===== config.mk =====
export PLATFORM = sky130hd
export DESIGN_NAME = pipeline_stall_controller
export DESIGN_NICKNAME = d
export VERILOG_FILES = /design/src/rtl/pipeline_stall_controller.sv
export SDC_FILE = /design/constraint.sdc
export NUM_CORES = 1
export LEC_CHECK = 0
export CAP_MARGIN = 10
export CORE_MARGIN = 1.5
export CORE_UTILIZATION = 49
export CTS_CLUSTER_DIAMETER = 80
export CTS_CLUSTER_SIZE = 8
export DETAILED_ROUTE_END_ITERATION = 10
export PLACE_DENSITY = 0.79
export REMOVE_ABC_BUFFERS = 1
export SYNTH_ARGS = -nofsm -noshare
export SYNTH_HDL_FRONTEND = slang
export SYNTH_SLANG_ARGS = --single-unit
export TNS_END_PERCENT = 20

===== constraint.sdc =====
create_clock -name clk -period 1.85 [get_ports clk]
set_input_delay 0.37 -clock clk [delete_from_list [all_inputs] [get_ports clk]]
set_output_delay 0.37 -clock clk [all_outputs]
set_load 0.005 [all_outputs]

===== src/rtl/pipeline_stall_controller.sv =====
// Stall/flush sequencer for the 5-stage pipeline. It merges load-use hazards, taken branches and
// the multi-cycle EX unit handshake into stage enables, and keeps saturating performance counters.
module pipeline_stall_controller #(
  parameter int unsigned FLUSH_CYCLES = 1,
  parameter int unsigned TIMEOUT      = 32,
  parameter int unsigned CNT_W        = 16
) (
  input  logic             clk,
  input  logic             rst_n,
  input  logic             load_use_hazard,
  input  logic             branch_taken,
  input  logic             mc_req,
  input  logic             mc_done,
  output logic             mc_start,
  output logic             pc_write,
  output logic             if_id_write,
  output logic             id_ex_bubble,
  output logic             ex_hold,
  output logic             if_flush,
  output logic             mc_timeout,
  output logic [CNT_W-1:0] stall_count,
  output logic [CNT_W-1:0] flush_count,
  output logic [1:0]       state
);

  localparam int unsigned WaitW  = $clog2(TIMEOUT + 1);
  localparam int unsigned FlushW = (FLUSH_CYCLES > 1) ? $clog2(FLUSH_CYCLES) : 1;

  typedef enum logic [1:0] {
    StRun    = 2'd0,
    StMcWait = 2'd1,
    StFlush  = 2'd2
  } state_e;

  state_e             state_q, state_d;
  logic [FlushW-1:0]  flush_cnt_q, flush_cnt_d;
  logic [WaitW-1:0]   wait_cnt_q, wait_cnt_d;
  logic               timeout_q, timeout_d;
  logic [CNT_W-1:0]   stall_cnt_q, flush_perf_q;

  always_comb begin
    pc_write     = 1'b1;
    if_id_write  = 1'b1;
    id_ex_bubble = 1'b0;
    ex_hold      = 1'b0;
    if_flush     = 1'b0;
    mc_start     = 1'b0;
    state_d      = state_q;
    flush_cnt_d  = flush_cnt_q;
    wait_cnt_d   = wait_cnt_q;
    timeout_d    = timeout_q;

    unique case (state_q)
      StRun: begin
        if (branch_taken) begin
          if_flush     = 1'b1;
          id_ex_bubble = 1'b1;
          if (FLUSH_CYCLES > 1) begin
            state_d     = StFlush;
            flush_cnt_d = FlushW'(FLUSH_CYCLES - 1);
          end
        end else if (mc_req) begin
          mc_start    = 1'b1;
          pc_write    = 1'b0;
          if_id_write = 1'b0;
          ex_hold     = 1'b1;
          state_d     = StMcWait;
          wait_cnt_d  = WaitW'(1);
        end else if (load_use_hazard) begin
          pc_write     = 1'b0;
          if_id_write  = 1'b0;
          id_ex_bubble = 1'b1;
        end
      end

      // EX is frozen here, so branch and load-use inputs are stale and ignored.
      StMcWait: begin
        if (mc_done) begin
          state_d = StRun;
        end else if (wait_cnt_q == WaitW'(TIMEOUT)) begin
          timeout_d = 1'b1;
          state_d   = StRun;
        end else begin
          pc_write    = 1'b0;
          if_id_write = 1'b0;
          ex_hold     = 1'b1;
          wait_cnt_d  = wait_cnt_q + WaitW'(1);
        end
      end

      StFlush: begin
        if_flush     = 1'b1;
        id_ex_bubble = 1'b1;
        if (branch_taken) begin
          flush_cnt_d = FlushW'(FLUSH_CYCLES - 1);
        end else if (flush_cnt_q == FlushW'(1)) begin
          state_d = StRun;
        end else begin
          flush_cnt_d = flush_cnt_q - FlushW'(1);
        end
      end

      default: state_d = StRun;
    endcase
  end

  always_ff @(posedge clk or negedge rst_n) begin
    if (!rst_n) begin
      state_q     <= StRun;
      flush_cnt_q <= '0;
      wait_cnt_q  <= '0;
      timeout_q   <= 1'b0;
    end else begin
      state_q     <= state_d;
      flush_cnt_q <= flush_cnt_d;
      wait_cnt_q  <= wait_cnt_d;
      timeout_q   <= timeout_d;
    end
  end

  // Performance counters stick at all-ones rather than wrapping.
  always_ff @(posedge clk or negedge rst_n) begin
    if (!rst_n) begin
      stall_cnt_q  <= '0;
      flush_perf_q <= '0;
    end else begin
      if (!pc_write && (stall_cnt_q != '1)) begin
        stall_cnt_q <= stall_cnt_q + CNT_W'(1);
      end
      if (if_flush && (flush_perf_q != '1)) begin
        flush_perf_q <= flush_perf_q + CNT_W'(1);
      end
    end
  end

  assign mc_timeout  = timeout_q;
  assign stall_count = stall_cnt_q;
  assign flush_count = flush_perf_q;
  assign state       = state_q;

endmodule


==> run metrics, run 1 <==
status finished, final reports clean; CTS tree built; DR DRC count 0; initial antenna violation count 0; Least-Margin Pin Slew 0.5129 ns; post-layout instance count excluding filler cells 311; worst r2r path cells 8; RePlAce Congestion about 0.79; worst vdd ir roughly 740 µV; Fillers between 200 and 300; largest family of logic cells by synthesized area simple AND/OR/NAND/NOR gates; setup TNS after final layout 0 ns; largest net degree at the start of global routing between 40 and 50; Worst EP required between 1 and 1.5 ns; wire per inst ~14 µm; GRT Total Usage 22.10%; Mapped Cells roughly 180; clock slew at reported path FFs 0.07 ns; first-pass GRT wire length 7.231 mm; leading area contributor after synthesis dfrtp_1; Leakage about 1.3 nW; hold buffers post-CTS 0; initial core utilization a little over half; Max Freq approximately 540 MHz; RSZ-0062 raised after global routing true; Netlist Area Pre-Place 1934 µm²; Compound-Gate Fraction of Synth Area 6.404%; vias in the first global route around 1,600; clock sink total 40; Root Driver clkbuf_8; Die X-Extent 65.83 µm; Rows 22; Post-Synth Simple-Gate Area between 20% and 30%; gr ovfl total 0; via count about 1,600; IO Pins 47; worst skew pair latency about 0.30 ns; ant diodes 0; CP startpoint kind flop; share of the yosys chip area belonging to registers a little over 50%; most frequent cells in the layout dfrtp_1, clkdlybuf4s50_1, buf_4; Crit Path Class flop to output pin; Die H about 66 µm; vias per std cell 5.222; #FFs+latches synth 40; PwrDens ~1000 nW/µm²; post-synthesis mux area share 1.682%; r2r setup slk 0.02 ns; Max clock buf depth 2; clock skew between 0.006 and 0.007 ns; Relative slew margins 65.81%; setup violators final 0; Syn-to-layout area delta 44.76%; Post-Synth XOR/XNOR Area approximately 14%; CP endpoint kind output pin; final WL 4.340 mm; share of layout cells above drive strength 1 between 20 and 25%; Inst Count DP between 200 and 300; CP max FO 4; Distinct cells, synth 34; final max-slew violation count 0; final-stage net count about 270; clock buffer count from CTS 5; Hold Crit Class primary input to asynchronous set/reset pin; initial DRC count between 100 and 150; CP arrival 1.47 ns; Yosys warning total 0; Detail Route Antenna Nets 0; period utilisation layout between 90% and 100%; Yosys top cell area share between 50% and 60%; Mean Syn Cell Area between 10 and 15 µm²; Core Box Area ~3700 µm²; die area roughly 4300 µm²; most common library cell in the layout ignoring fill and taps dfrtp_1; minimum clock period around 1.8 ns; max cap viols 0; Fin. Hold Viols 0; dpl hpwl approximately 3 mm; H-tree Lvls 2; largest cells by area after synthesis dfrtp_1, xnor2_1, nand4_1, xor2_1, nor2_1; First-pass DRT Iterations 4; area share of fa/ha/maj cells after synthesis approximately 2.6%; IO buf count between 40 and 50
-- layout make-up --
| cell class | instances | area (µm²) | share of cell area, % |
|---|---|---|---|
| Clock buffer | 6 | 82.58 | 2.949 |
| Clock inverter | 2 | 10.01 | 0.3575 |
| Inverter | 5 | 18.77 | 0.6702 |
| Multi-Input combinational cell | 133 | 938.4 | 33.51 |
| Sequential cell | 40 | 1001 | 35.75 |
| Tap cell | 48 | 60.06 | 2.145 |
| Timing Repair Buffer | 77 | 689.4 | 24.62 |
-- power by group --
part           switching (mW)  leakage, nW  internal (mW)
sequential              0.211        0.530           1.04
combinational           0.331        0.694          0.595
clock                   0.311       0.0510          0.298
total                   0.853         1.28           1.93
-- cell usage after synthesis --
cell and count:
xor2_1 8, buf_4 3, and3_1 5, mux2i_1 1, nor2b_1 3, mux2_2 2
o31ai_1 1, nand3_1 11, a21oi_1 5, o21ai_1 1, a32o_1 2, a31o_2 1
nor3_1 5, ha_1 4, nor2_1 15, nor3b_2 1, nand2b_2 1, o21a_1 1
xnor2_1 22, a2bb2oi_2 1, and4_1 2, conb_1 1, inv_1 5, dfrtp_1 40
or3_1 2, nand2b_1 4, o21ai_0 1, nor4_1 1, a21o_1 1, a21oi_4 1
a31oi_1 1, nand2_1 13, nand4_1 15, nor3b_1 1
-- worst max-delay path, stage by stage (launching register included) --
cell and delay, ns:
dfrtp_1 0.39, inv_2 0.08, ha_4 0.13, nor3b_4 0.22, a21oi_4 0.10, nand2b_4 0.16, buf_6 0.11
-- cells by family after synthesis --
family / Yosys count
and+or+nand+nor: 79
other: 1
adders and majority gates: 4
xor gates and xnor gates: 30
muxes: 3
DFF: 40
buffers and inverters: 8
AOI/OAI and AO/OA: 16
-- repair_timing --
action	in CTS	in global routing
buffers inserted	5	1
pin swaps	4	1
gates resized for setup	31	1
setup endpoints to repair	6	9
-- stage by stage --
stage / cell area (µm²) / power [mW] / worst slack, ns / hold slack [ns] / utilization [%]
finish: 2800 / 2.788 / 0.01003 / 0.1265 / 75.35
global route: 2800 / 2.955 / -0.08567 / 0.1616 / 75.35
CTS: 2790 / 2.789 / -0.04282 / 0.1425 / 75.08
detailed placement: 2625 / 2.126 / -0.4446 / 0.4564 / 70.64
global placement: 2625 / 2.101 / -0.4382 / 0.4507 / 70.64
floorplan: 1912 / 1.583 / -0.002527 / 0.07441 / -
-- flip-flops by register name (all words and copies together), names as in the netlist --
name         cells
stall_count     16
flush_count     16
state            1
mc_timeout       1
wait_cnt_q       6
-- path summary, 6_finish.rpt --
path                                                     to                       from
worst max-delay path                                ex_hold  wait_cnt_q[1]$_DFFE_PN0P_
worst min-delay path            stall_count[11]$_DFFE_PN0P_                      rst_n
worst max register to register   stall_count[1]$_DFFE_PN0P_       state[0]$_DFFE_PN0P_
worst min register to register       mc_timeout$_DFFE_PN0P_     mc_timeout$_DFFE_PN0P_
max in group asynchronous            mc_timeout$_DFFE_PN0P_                      rst_n
min in group clk                     mc_timeout$_DFFE_PN0P_     mc_timeout$_DFFE_PN0P_
-- routing by layer --
| layer | global-route usage, % | routed length, µm | up-vias |
|---|---|---|---|
| met1 | 27.40 | 1893 | 798 |
| met3 | 3.918 | 124 | 6 |
| met4 | 9.375 | 71 | 0 |
| li1 | - | - | 797 |
| met2 | 37.75 | 2251 | 23 |
| met5 | 0 | 0 | - |
No activity file was read; power rests on OpenSTA's default activity.
==> run 2: changes to the inputs <==
Settings changed: CORE_UTILIZATION 49 to 53, PLACE_DENSITY 0.79 to 0.85.
Clock period 1.85 ns to 2.2 ns, I/O delays scaled along.
==> run metrics, run 2 (synthesis results as in run 1) <==
Leakage 1.163 nW (-8.8%); setup violators final 0 (unchanged); worst vdd ir 789.9 µV (+7.4%); r2r setup slk 0.17 ns (+0.15 ns); Fillers 248 (-14%); share of layout cells above drive strength 1 16.00% (-7.2 points); final WL 4.416 mm (+1.8%); worst reg2reg endpoint stall_count[1]$_DFFE_PN0P_; Crit Path Class primary input to output pin; post-layout instance count excluding filler cells 296 (-4.8%); Core Box Area 3416 µm² (-8.1%); clock buffer count from CTS 5 (unchanged); CP startpoint kind primary input; final-stage net count 259 (-4.8%); Die X-Extent 63.41 µm (-3.7%); largest net degree at the start of global routing 29 (-29%); reg2reg start wait_cnt_q[1]$_DFFE_PN0P_; max cap viols 0 (unchanged); CP endpoint kind output pin; initial antenna violation count 0 (unchanged); worst skew pair latency 0.34 ns (+0.04 ns); CP arrival 1.70 ns (+0.23 ns); RSZ-0062 raised after global routing false; H-tree Lvls 2 (unchanged); die area 4021 µm² (-7.2%); most frequent cells in the layout dfrtp_1, clkdlybuf4s50_1, xnor2_1; status finished, final reports clean; minimum clock period roughly 2.1 ns; Fin. Hold Viols 0 (unchanged); initial DRC count 81 (-30%); Rows 21 (-4.5%); CTS tree built; wire per inst 14.92 µm (+6.9%); clock skew 0.004321 ns (-0.001758 ns); DR DRC count 0 (unchanged); Inst Count DP 283 (-4.7%); CP max FO 2 (-2); Relative slew margins 58.55% (-7.3 points); gr ovfl total 0 (unchanged); worst r2r path cells 9 (+1); Root Driver clkbuf_4; setup TNS after final layout 0 ns (unchanged); Die H 63.41 µm (-3.7%); PwrDens 818.8 nW/µm² (-18%); Min Hold Slack 0.09280 ns (-0.03365 ns); Tot Pwr 2.171 mW (-22%); dpl hpwl 3.107 mm (+1.2%); first-pass GRT wire length 7.486 mm (+3.5%); Max clock buf depth 2 (unchanged); ant diodes 0 (unchanged); GRT Total Usage 24.06% (+2.0 points); hold buffers post-CTS 0 (unchanged); period utilisation layout 97.28%; vias in the first global route 1,583 (-0.063%); Detail Route Antenna Nets 0 (unchanged); First-pass DRT Iterations 4 (unchanged); Hold Crit Class primary input to asynchronous set/reset pin; clock slew at reported path FFs 0.11 ns (+0.04 ns); Worst EP required 1.76 ns (+0.28 ns); IO Pins 47 (unchanged); clock sink total 40 (unchanged); Syn-to-layout area delta 37.06%; IO buf count 45 (unchanged); via count 1,580 (-2.7%); RePlAce Congestion 0.8783 (+11%); Max Freq 467.3 MHz; initial core utilization 56.63% (+4.6 points); Least-Margin Pin Slew 0.6218 ns (+0.1089 ns); final max-slew violation count 0 (unchanged); vias per std cell 5.338 (+2.2%)
## run 2: cell count changes in the layout (fill, tap and decap cells not counted), sizes merged
| cell | previous run | this run |
|---|---|---|
| dlygate4sd2 | 5 | 3 |
| clkdlybuf4s15 | 0 | 1 |
| clkdlybuf4s50 | 35 | 40 |
| dlymetal6s2s | 1 | 0 |
| clkbuf | 6 | 8 |
| clkinv | 2 | 0 |
| buf | 36 | 20 |
## run 2: cell type report
type	count	area [µm²]	area share (%)
clock buffer	8	58.81	2.218
inverter	5	18.77	0.7079
multi-input combinational	133	930.9	35.11
sequential	40	1001	37.75
tap	46	57.56	2.171
timing repair buffer	64	584.3	22.04
## run 2: per-stage QoR
step	area [µm²]	setup WS [ns]	utilization, %
2_1_floorplan	1912	0.3475	-
3_3_place_gp	2520	-0.1801	73.77
3_5_place_dp	2520	-0.1987	73.77
4_1_cts	2623	0.04231	76.78
5_1_grt	2651	0.003032	77.62
6_report	2651	0.05982	77.62
## run 2: where the power goes
group	total, mW	internal, mW	switching, mW
logic	0.704	0.449	0.255
registers	1.08	0.875	0.209
clock network	0.382	0.158	0.224
## run 2: layer usage
layer	global-route usage, %	vias to the layer above	part of all wire (%)
met1	31.35	761	46
met4	10.60	0	1.4
li1	-	770	-
met3	4.643	6	5.0
met5	0	-	0
met2	39.08	43	48
## run 2: repair_timing
item                       4_1_cts  5_1_grt
setup endpoints to repair        4        4
pin swaps                        1        1
setup buffers                    3        2
gates resized for setup          9        6
## run 2: worst max path at each step
stage                                             to                 startpoint  depth (start not counted)
after floorplan           stall_count[1]$_DFFE_PN0P_  wait_cnt_q[0]$_DFFE_PN0P_                          6
after detailed placement                     ex_hold                     mc_req                          5
after global placement                       ex_hold                     mc_req                          5
after CTS                                    ex_hold  wait_cnt_q[1]$_DFFE_PN0P_                          6
after global routing                     if_id_write  wait_cnt_q[1]$_DFFE_PN0P_                          6
final                                    if_id_write                     mc_req                          5
## run 2: worst max-delay path, stage by stage
cell	delay [ns]
clkdlybuf4s50_1	0.48
nor2_1	0.05
nor3_1	0.37
nor2_4	0.08
dlygate4sd2_1	0.28
